--- src/rtl/zero_count_stream.sv ---
// Streaming population counter: takes a word over valid/ready, scans it CHUNK bits
// per clock, and returns the number of zeros or ones over a valid/ready output.
`timescale 1ns/1ps
module zero_count_stream #(
  parameter int DATA_W = 8,
  parameter int CHUNK  = 2,
  parameter int CNT_W  = $clog2(DATA_W + 1)
) (
  input  logic              clk,
  input  logic              rst_n,
  input  logic              in_valid,
  output logic              in_ready,
  input  logic [DATA_W-1:0] in_data,
  input  logic              in_mode,
  output logic              out_valid,
  input  logic              out_ready,
  output logic [CNT_W-1:0]  out_count,
  output logic              out_all,
  output logic              busy
);

  localparam int N     = (CHUNK > 0) ? DATA_W / CHUNK : 1;
  localparam int IDX_W = (N > 1) ? $clog2(N) : 1;

  generate
    if (DATA_W < 1 || CHUNK < 1 || (DATA_W % CHUNK) != 0) begin : g_bad_params
      $error("zero_count_stream: CHUNK must be >= 1 and divide DATA_W exactly");
    end
  endgenerate

  typedef enum logic [1:0] {IDLE, SCAN, DONE} state_e;

  state_e              state_q, state_d;
  logic [DATA_W-1:0]   shreg_q, shreg_d;
  logic                mode_q, mode_d;
  logic [IDX_W-1:0]    cnt_q, cnt_d;
  logic [CNT_W-1:0]    acc_q, acc_d;
  logic [CNT_W-1:0]    count_q, count_d;
  logic                all_q, all_d;
  logic [CNT_W-1:0]    chunk_hits;

  // Matching bits in the low chunk; each hit is zero-extended before summing.
  always_comb begin
    chunk_hits = '0;
    for (int i = 0; i < CHUNK; i++) begin
      chunk_hits = chunk_hits + CNT_W'(shreg_q[i] ~^ mode_q);
    end
  end

  // NOTE: every _d gets a default first so no path through the case infers a latch.
  always_comb begin
    state_d = state_q;
    shreg_d = shreg_q;
    mode_d  = mode_q;
    cnt_d   = cnt_q;
    acc_d   = acc_q;
    count_d = count_q;
    all_d   = all_q;
    case (state_q)
      IDLE: begin
        if (in_valid) begin
          shreg_d = in_data;
          mode_d  = in_mode;
          cnt_d   = '0;
          acc_d   = '0;
          state_d = SCAN;
        end
      end
      SCAN: begin
        acc_d   = acc_q + chunk_hits;
        shreg_d = shreg_q >> CHUNK;
        cnt_d   = cnt_q + IDX_W'(1);
        if (cnt_q == IDX_W'(N - 1)) begin
          state_d = DONE;
          count_d = acc_d;
          all_d   = (acc_d == CNT_W'(DATA_W));
        end
      end
      DONE: begin
        if (out_ready) state_d = IDLE;
      end
      default: state_d = IDLE;
    endcase
  end

  // NOTE: sequential state uses non-blocking assignments so all flops update together.
  always_ff @(posedge clk or negedge rst_n) begin
    if (!rst_n) begin
      state_q <= IDLE;
      shreg_q <= '0;
      mode_q  <= 1'b0;
      cnt_q   <= '0;
      acc_q   <= '0;
      count_q <= '0;
      all_q   <= 1'b0;
    end else begin
      state_q <= state_d;
      shreg_q <= shreg_d;
      mode_q  <= mode_d;
      cnt_q   <= cnt_d;
      acc_q   <= acc_d;
      count_q <= count_d;
      all_q   <= all_d;
    end
  end

  // in_ready is gated by rst_n so it drops immediately while reset is held.
  assign in_ready  = rst_n && (state_q == IDLE);
  assign out_valid = (state_q == DONE);
  assign busy      = (state_q == SCAN);
  assign out_count = count_q;
  assign out_all   = all_q;

endmodule

--- config.mk ---
export PLATFORM = sky130hd
export DESIGN_NAME = zero_count_stream
export DESIGN_NICKNAME = d
export VERILOG_FILES = /design/src/rtl/zero_count_stream.sv
export SDC_FILE = /design/constraint.sdc
export NUM_CORES = 1
export LEC_CHECK = 0
export ABC_CLOCK_PERIOD_IN_PS = 3500
export CAP_MARGIN = 10
export CORE_ASPECT_RATIO = 0.8
export CORE_MARGIN = 2
export CORE_UTILIZATION = 54
export CTS_CLUSTER_DIAMETER = 150
export DETAILED_ROUTE_END_ITERATION = 12
export HOLD_SLACK_MARGIN = 0.15
export PLACE_DENSITY_LB_ADDON = 0.2
export SLEW_MARGIN = 20
export SYNTH_ARGS = -nofsm -noshare
export SYNTH_HDL_FRONTEND = slang
export SYNTH_SLANG_ARGS = --single-unit
--- constraint.sdc ---
create_clock -name clk -period 3.5 [get_ports clk]
set_input_delay 1.05 -clock clk [delete_from_list [all_inputs] [get_ports clk]]
set_output_delay 1.05 -clock clk [all_outputs]
set_load 0.03 [all_outputs]
==> results of run 1 <==
## final cells by class
class | count | area share [%]
repair buffers | 23 | 16.2
clock buffers | 4 | 2.68
well taps | 24 | 2.21
flip-flops and latches | 22 | 40.6
inverters | 3 | 0.830
multi-input cells | 71 | 37.5
## final timing paths
check,start,to,slack (ns),cells past startpoint
setup / recovery,rst_n,in_ready,0.56,3
hold / removal,out_count[2],out_count[2],0.49,2
setup reg to reg,mode_q,out_all,1.58,6
hold reg to reg,out_count[2],out_count[2],0.49,2
max in group asynchronous,rst_n,out_count[3],2.18,2
min in group asynchronous,rst_n,shreg_q[6],1.10,2
## synth_stat cells
library cell / count
sky130_fd_sc_hd__and3b_1: 6
sky130_fd_sc_hd__mux2i_1: 1
sky130_fd_sc_hd__buf_6: 1
sky130_fd_sc_hd__clkbuf_1: 1
sky130_fd_sc_hd__a21o_1: 2
sky130_fd_sc_hd__inv_1: 2
sky130_fd_sc_hd__o311ai_0: 1
sky130_fd_sc_hd__fa_1: 1
sky130_fd_sc_hd__and2b_1: 1
sky130_fd_sc_hd__buf_2: 1
sky130_fd_sc_hd__nor2_1: 1
sky130_fd_sc_hd__o21bai_2: 1
sky130_fd_sc_hd__nand2_1: 13
sky130_fd_sc_hd__o41ai_2: 1
sky130_fd_sc_hd__ha_1: 2
sky130_fd_sc_hd__mux2_4: 3
sky130_fd_sc_hd__inv_2: 1
sky130_fd_sc_hd__xor2_1: 2
sky130_fd_sc_hd__dfrtp_1: 22
sky130_fd_sc_hd__nor3_1: 1
sky130_fd_sc_hd__nand2b_1: 2
sky130_fd_sc_hd__nor3b_1: 1
sky130_fd_sc_hd__a21oi_1: 8
sky130_fd_sc_hd__nand3b_4: 1
sky130_fd_sc_hd__xnor2_1: 2
sky130_fd_sc_hd__a22o_1: 4
sky130_fd_sc_hd__clkbuf_2: 1
sky130_fd_sc_hd__nand3_1: 2
sky130_fd_sc_hd__buf_4: 1
sky130_fd_sc_hd__nor2b_1: 3
sky130_fd_sc_hd__o21ai_1: 5
sky130_fd_sc_hd__o21ai_0: 7
## registers in the layout (all words and copies together) (netlist names)
| name | cells |
|---|---|
| shreg_q | 8 |
| acc_q | 4 |
| out_count | 4 |
| cnt_q | 2 |
| state_q | 2 |
| mode_q | 1 |
| out_all | 1 |
## power by group through the flow
stage          registers [mW]  logic (mW)  clock network, mW
2_1_floorplan           0.498       0.496                  0
3_3_place_gp            0.461       0.704                  0
3_5_place_dp            0.466       0.731                  0
4_1_cts                 0.462       0.731              0.143
5_1_grt                 0.480       0.789              0.157
6_report                0.463       0.728              0.140
## through the flow
stage	total power, mW	cell area (um2)	instances
after floorplan	0.994	1100	101
after global placement	1.16	1320	143
after detailed placement	1.20	1320	143
after CTS	1.34	1360	147
after global routing	1.43	1360	147
final	1.33	1360	147
## worst min-delay path, cell delays in order (launching register included)
cell and delay [ns]:
sky130_fd_sc_hd__dfrtp_1 0.36, sky130_fd_sc_hd__nand2_1 0.04, sky130_fd_sc_hd__o21ai_0 0.06
## placed cells by master, fill, tap and decap left out, types with 4 or more instances in the layout
cell type,instances
sky130_fd_sc_hd__dfrtp_1,22
sky130_fd_sc_hd__clkdlybuf4s50_1,19
sky130_fd_sc_hd__nand2_1,13
sky130_fd_sc_hd__a21oi_1,8
sky130_fd_sc_hd__o21ai_0,7
sky130_fd_sc_hd__and3b_1,6
sky130_fd_sc_hd__o21ai_1,5
sky130_fd_sc_hd__a22o_1,4
sky130_fd_sc_hd__buf_4,4
## kinds of logic after synthesis
logic type      count (synthesis)  synth area share [%]
flops                          22                  49.9
xor+xnor                        4                  3.18
buf+inv                         8                  3.97
compound gates                 29                  16.9
mux                             4                  4.99
simple gates                   31                  16.9
fa+ha+maj                       3                  4.09
## layer usage
layer / global-route usage, % / wire [um] / up-vias
met5: 0 / 0 / -
met4: 4.50 / 11 / 0
met3: 7.09 / 82 / 2
met2: 30.8 / 1000 / 16
met1: 30.2 / 1050 / 383
li1: - / - / 397
==> results.json, run 1 <==
{
  "synth.net_count": 117,
  "pin_count": 21,
  "crit_required_ns": 2.45,
  "part_of_the_total_power_dissipated_in_sequential_elements_pct": 34.8,
  "synth.yosys.seq_area_share_pct": 49.9,
  "synth.avg_cell_area_um2": 10.9,
  "final_setup_violations": 0,
  "synth.distinct_cells": 32,
  "finalWorstPathRequiredPeriod_ns": 2.94,
  "cts.hold.buffers_added": 0,
  "cts_resized": 0,
  "ctsHtreeMaxLevel": 1,
  "clk-insertion-delay-late_ns": 0.31,
  "overall_routed_net_length_mm": 2.15,
  "drt_first_pass_iters": 4,
  "die_area_um2": 2420,
  "layout-area-overhead-vs-synth_pct": 23.0,
  "cpMaxStageDelayCell": "sky130_fd_sc_hd__clkdlybuf4s50_1",
  "core-area_um2": 1910,
  "area_used_by_sequential_logic_in_the_layout_um2": 551,
  "drv_slew": 0,
  "floorplan.initialDensity_pct": 57.7,
  "routed-via-count": 798,
  "max_stage_delay_ns": 0.47,
  "worst_pin_slew_ns": 0.518,
  "num-fill-cells": 142,
  "timing.critical_path.cells": "clkdlybuf4s50_1 > nor3b_1 > buf_4",
  "p_clk_share_pct": 10.5,
  "die_width_um": 54.5,
  "root_buffer": "sky130_fd_sc_hd__clkbuf_4",
  "p_leak_nw": 0.650,
  "syn-instance-count": 101,
  "number_of_port_buffers": 20,
  "crit_family": "buffers and inverters",
  "cp_num_buf_inv": 2,
  "global_route_wire_length_before_repair_mm": 3.53,
  "finish.net_count": 140,
  "cap_viol_max_count": 0,
  "timing.final.ws_setup_ns": 0.557,
  "antenna_cells_inserted": 0,
  "p_per_area_nw_per_um2": 981,
  "crit_fanout": 2,
  "post_drt_wl_per_cell_um": 14.6,
  "grt_max_degree": 23,
  "worst_ir_drop_vdd_uv": 709,
  "outcome": "completed",
  "final_hold_viol_count": 0,
  "intPower_mw": 0.777,
  "finalWeightedCongestion": 0.752,
  "post-cts-setup-buffer-count": 0,
  "avgViaCountPerCell": 5.43,
  "mappedNetlistArea_um2": 1100,
  "timing.slew.headroom_pct": 65.5,
  "hold_class": "register to register",
  "synth_seq_cells": 22,
  "cts_tree": "done",
  "via_count_of_the_first_global_routing_pass": 773,
  "hpwl_mm": 1.56,
  "start_kind": "input port",
  "cts.clk_slew.worst_paths_ns": 0.12,
  "minimum_setup_slack_after_placement_ns": 0.563,
  "finish.utilization_pct": 71.0,
  "multi_input_comb_area_um2": 508,
  "drive_gt1_share_pct": 12.2,
  "antenna_found_initial": 0,
  "setup.worst_path.end_class": "primary output",
  "synth_top_cell_by_area": "sky130_fd_sc_hd__dfrtp_1",
  "clock-skew-final_ns": 0.00348,
  "synth.top_cell.area_share_pct": 49.9,
  "setup_total_negative_slack_ns": 0,
  "cell_row_count": 14,
  "timing.fmax_mhz": 340,
  "cts_sinks": 22,
  "dr.first_iter.drc_count": 18,
  "power.combinational.fraction_pct": 54.7,
  "fin_worst_hold_slack_ns": 0.491,
  "drcViolationCount": 0,
  "synth_top_cells_by_area": "sky130_fd_sc_hd__dfrtp_1, sky130_fd_sc_hd__and3b_1, sky130_fd_sc_hd__nand2_1, sky130_fd_sc_hd__mux2_4, sky130_fd_sc_hd__a21oi_1",
  "cts_buffer_depth": 2,
  "synth_warnings": 0,
  "antenna_left": 0,
  "grt_setup_unrepaired": "false",
  "die_y_um": 44.4,
  "crit_arrival_ns": 1.89,
  "swShare_pct": 41.6,
  "net_sw_power_mw": 0.554,
  "total_global_routing_track_utilization_pct": 21.0,
  "cts_inserted_buffers": 3,
  "overflow": 0,
  "period_share_pct": 84.1,
  "path_class": "input port to primary output"
}
Power figures use the tool's default switching activity.
==> run 2: changes to the inputs <==
ABC_CLOCK_PERIOD_IN_PS = 2800   (was 3500)
CORE_UTILIZATION = 50   (was 54)
clock period = 2.8 ns   (was 3.5 ns; I/O delays follow)
==> results.json, run 2 (synthesis results as in run 1) <==
{
  "post-cts-setup-buffer-count": 0,
  "setup.worst_path.end_class": "primary output",
  "p_leak_nw": 0.655,
  "cap_viol_max_count": 0,
  "ctsHtreeMaxLevel": 1,
  "worst_ir_drop_vdd_uv": 818,
  "die_y_um": 46.0,
  "finish.utilization_pct": 64.4,
  "cts_buffer_depth": 2,
  "cts.hold.buffers_added": 0,
  "setup_total_negative_slack_ns": 0,
  "dr.first_iter.drc_count": 10,
  "overflow": 0,
  "post_drt_wl_per_cell_um": 14.1,
  "timing.final.ws_setup_ns": 0.241,
  "hpwl_mm": 1.51,
  "cpMaxStageDelayCell": "sky130_fd_sc_hd__clkdlybuf4s50_1",
  "outcome": "completed",
  "global_route_wire_length_before_repair_mm": 3.54,
  "routed-via-count": 773,
  "floorplan.initialDensity_pct": 52.0,
  "timing.slew.headroom_pct": 67.7,
  "die_width_um": 56.5,
  "fin_worst_hold_slack_ns": 0.495,
  "cts_resized": 0,
  "cell_row_count": 15,
  "final_hold_viol_count": 0,
  "num-fill-cells": 189,
  "die_area_um2": 2600,
  "crit_required_ns": 1.96,
  "drive_gt1_share_pct": 12.9,
  "root_buffer": "sky130_fd_sc_hd__clkbuf_4",
  "minimum_setup_slack_after_placement_ns": 0.284,
  "pin_count": 21,
  "finalWorstPathRequiredPeriod_ns": 2.56,
  "clock-skew-final_ns": 0.00566,
  "hold_class": "register to register",
  "post-place-cells": 145,
  "finalWeightedCongestion": 0.720,
  "antenna_cells_inserted": 0,
  "registers.top_by_ff_count": "shreg_q",
  "multi_input_comb_area_um2": 508,
  "period_share_pct": 91.4,
  "via_count_of_the_first_global_routing_pass": 767,
  "finalPower_mw": 1.65,
  "crit_arrival_ns": 1.72,
  "timing.critical_path.cells": "nand2b_1 > inv_2 > clkdlybuf4s50_1",
  "core-area_um2": 2120,
  "number_of_port_buffers": 20,
  "stdcell_area_um2": 1370,
  "drv_slew": 0,
  "worst_pin_slew_ns": 0.484,
  "cts_sinks": 22,
  "clk-insertion-delay-late_ns": 0.31,
  "area_used_by_sequential_logic_in_the_layout_um2": 551,
  "max_stage_delay_ns": 0.68,
  "cell_area_placed_um2": 1330,
  "cts_inserted_buffers": 3,
  "crit_fanout": 6,
  "timing.fmax_mhz": 391,
  "final_setup_violations": 0,
  "antenna_found_initial": 0,
  "total_global_routing_track_utilization_pct": 18.6,
  "layout_commonest_cell": "sky130_fd_sc_hd__dfrtp_1",
  "drt_first_pass_iters": 4,
  "path_class": "register to primary output",
  "p_per_area_nw_per_um2": 1210,
  "cts.clk_slew.worst_paths_ns": 0.11,
  "overall_routed_net_length_mm": 2.10,
  "avgViaCountPerCell": 5.19,
  "grt_setup_unrepaired": "false",
  "layout-area-overhead-vs-synth_pct": 23.8,
  "cts_tree": "done",
  "drcViolationCount": 0,
  "antenna_left": 0,
  "largest_reg_flops": 8,
  "final_cell_mix": "sky130_fd_sc_hd__dfrtp_1, sky130_fd_sc_hd__clkdlybuf4s50_1, sky130_fd_sc_hd__nand2_1",
  "final_cells": 149,
  "grt_max_degree": 23,
  "finish.net_count": 141,
  "start_kind": "register"
}
-- run 2: changes by cell type in the layout (fill, tap and decap cells not counted), sizes merged --
cell  previous run  this run
buf              4         5
-- run 2: metal layers --
layer / up-vias / global-route usage [%] / part of all wire (%)
met5: - / 0 / 0
met1: 355 / 25.2 / 49
met4: 0 / 7.14 / 1.5
met3: 5 / 5.68 / 5.0
met2: 15 / 28.4 / 45
li1: 398 / - / -
-- run 2: critical path, delay by kind of cell, from the launching register on --
| kind | cells | cell delay [ns] |
|---|---|---|
| buf+inv | 2 | 0.80 |
| flops | 1 | 0.48 |
| simple gates | 1 | 0.13 |
-- run 2: path summary, 6_finish.rpt --
kind                       slack [ns]    startpoint  cells after the start      endpoint
max                              0.24    state_q[0]                      3          busy
min                              0.50  out_count[2]                      2  out_count[2]
max reg2reg                      0.89        mode_q                      6       out_all
min reg2reg                      0.50  out_count[2]                      2  out_count[2]
max in group asynchronous        1.69         rst_n                      2    state_q[1]
min in group asynchronous        0.88         rst_n                      2    shreg_q[3]
-- run 2: power by group --
part	leakage, nW	total [mW]	internal (mW)	switching (mW)
combinational	0.355	0.908	0.432	0.476
sequential	0.278	0.563	0.460	0.104
clock	0.0210	0.176	0.0795	0.0960
-- run 2: final cells by class --
type	count	area share [%]
sequential	22	40.3
multi-input combinational	71	37.2
timing repair buffer	24	16.7
clock buffer	4	2.66
tap	25	2.29
inverter	3	0.825
==> run 3: changes to the inputs <==
ABC_CLOCK_PERIOD_IN_PS = 2600   (was 2800)
SLEW_MARGIN = default   (was 20)
clock period = 2.6 ns   (was 2.8 ns; I/O delays follow)
==> results.json, run 3 (synthesis results as in run 1) <==
{
  "outcome": "completed",
  "final_setup_violations": 0,
  "min_delay_path_depth": 2,
  "drcViolationCount": 0,
  "r2r_slack_ns": 0.71,
  "p_leak_nw": 0.662,
  "die_area_um2": 2600,
  "via_count_of_the_first_global_routing_pass": 769,
  "clk-insertion-delay-late_ns": 0.31,
  "drt_first_pass_iters": 6,
  "post_drt_wl_per_cell_um": 13.5,
  "period_share_pct": 95.1,
  "floorplan.initialDensity_pct": 52.0,
  "grt_max_degree": 23,
  "crit_fanout": 6,
  "cell_row_count": 15,
  "hold_class": "register to register",
  "met2RoutedLength_um": 908,
  "drive_gt1_share_pct": 12.9,
  "drv_slew": 0,
  "cts_inserted_buffers": 3,
  "routed-via-count": 790,
  "top_layer": "met4",
  "layout_commonest_cell": "sky130_fd_sc_hd__dfrtp_1",
  "dr.first_iter.drc_count": 15,
  "die_y_um": 46.0,
  "setup_total_negative_slack_ns": 0,
  "cap_viol_max_count": 0,
  "avgViaCountPerCell": 5.30,
  "ctsHtreeMaxLevel": 1,
  "number_of_port_buffers": 20,
  "crit_arrival_ns": 1.69,
  "root_buffer": "sky130_fd_sc_hd__clkbuf_4",
  "global_route_wire_length_before_repair_mm": 3.53,
  "die_width_um": 56.5,
  "finalWeightedCongestion": 0.727,
  "max_stage_delay_ns": 0.66,
  "timing.critical_path.cells": "nand2b_1 > inv_1 > clkdlybuf4s50_1",
  "largest_reg_flops": 8,
  "start_kind": "register",
  "p_per_area_nw_per_um2": 1290,
  "worst_pin_slew_ns": 0.505,
  "core-area_um2": 2120,
  "met3_wirelength_um": 101,
  "grt_setup_unrepaired": "false",
  "timing.slew.headroom_pct": 66.3,
  "path_class": "register to primary output",
  "clock-skew-final_ns": 0.00457,
  "met1_length_um": 980,
  "worst_ir_drop_vdd_uv": 797,
  "finish.net_count": 141,
  "overflow": 0,
  "timing.fmax_mhz": 404,
  "cts_sinks": 22,
  "antenna_left": 0,
  "overall_routed_net_length_mm": 2.01,
  "hpwl_mm": 1.46,
  "pin_count": 21,
  "total_global_routing_track_utilization_pct": 18.1,
  "cts_tree": "done",
  "cpMaxStageDelayCell": "sky130_fd_sc_hd__clkdlybuf4s50_1",
  "registers.top_by_ff_count": "shreg_q",
  "antenna_found_initial": 0,
  "layout-area-overhead-vs-synth_pct": 24.1,
  "cts_buffer_depth": 2,
  "cts.clk_slew.worst_paths_ns": 0.12,
  "finalPower_mw": 1.77,
  "setup.worst_path.end_class": "primary output",
  "worst-r2r-cell-count": 6,
  "finalWorstPathRequiredPeriod_ns": 2.47,
  "antenna_cells_inserted": 0,
  "crit_required_ns": 1.82,
  "final_cell_mix": "sky130_fd_sc_hd__dfrtp_1, sky130_fd_sc_hd__clkdlybuf4s50_1, sky130_fd_sc_hd__nand2_1",
  "final_hold_viol_count": 0
}
## run 3: cell types whose count changed in the layout (fill, tap and decap cells not counted), sizes merged
cell,change
clkdlybuf4s50,-1
dlymetal6s2s,+1
## run 3: power by group
group          internal [mW]  switching (mW)  total [mW]
clock network         0.0855           0.103       0.189
logic                  0.462           0.505       0.967
registers              0.495           0.116       0.612
## run 3: critical path: cells and delay by family (launching register included)
kind	cells	cell delay, ns
buffers and inverters	2	0.71
DFF	1	0.48
and+or+nand+nor	1	0.19
## run 3: final timing paths
path / from / end
min in group asynchronous: rst_n / shreg_q[4]
hold / removal: shreg_q[4] / shreg_q[4]
hold reg to reg: shreg_q[4] / shreg_q[4]
max in group asynchronous: rst_n / out_count[0]
setup reg to reg: mode_q / out_all
setup / recovery: state_q[0] / out_valid
## run 3: final cells by class
type                    count  area, um2
clock buffers               4       36.3
fillers                   176        753
inverters                   3       11.3
multi-input cells          71        508
flip-flops and latches     22        551
well taps                  25       31.3
repair buffers             24        230
## run 3: stage by stage
step / area, um2 / worst slack [ns] / instances / hold WS [ns] / util, %
after detailed placement: 1330 / 0.194 / 145 / 0.476 / 62.7
after CTS: 1370 / 0.0866 / 149 / 0.506 / 64.4
final: 1370 / 0.128 / 149 / 0.506 / 64.5
after global routing: 1370 / 0.0269 / 149 / 0.532 / 64.5
after global placement: 1330 / 0.185 / 145 / 0.465 / 62.7
after floorplan: 1100 / 0.309 / 101 / 0.456 / -
## run 3: what timing repair did
action	4_1_cts	5_1_grt
setup endpoints to repair	0	1
buffers inserted	0	0
resized for setup	0	1
hold buffers	0	0
## run 3: per-layer routing
metal  vias to the layer above  GRT usage [%]
met5                         -              0
met1                       372           25.5
met4                         0           4.29
met3                         2           6.82
met2                        16           26.5
li1                        400              -
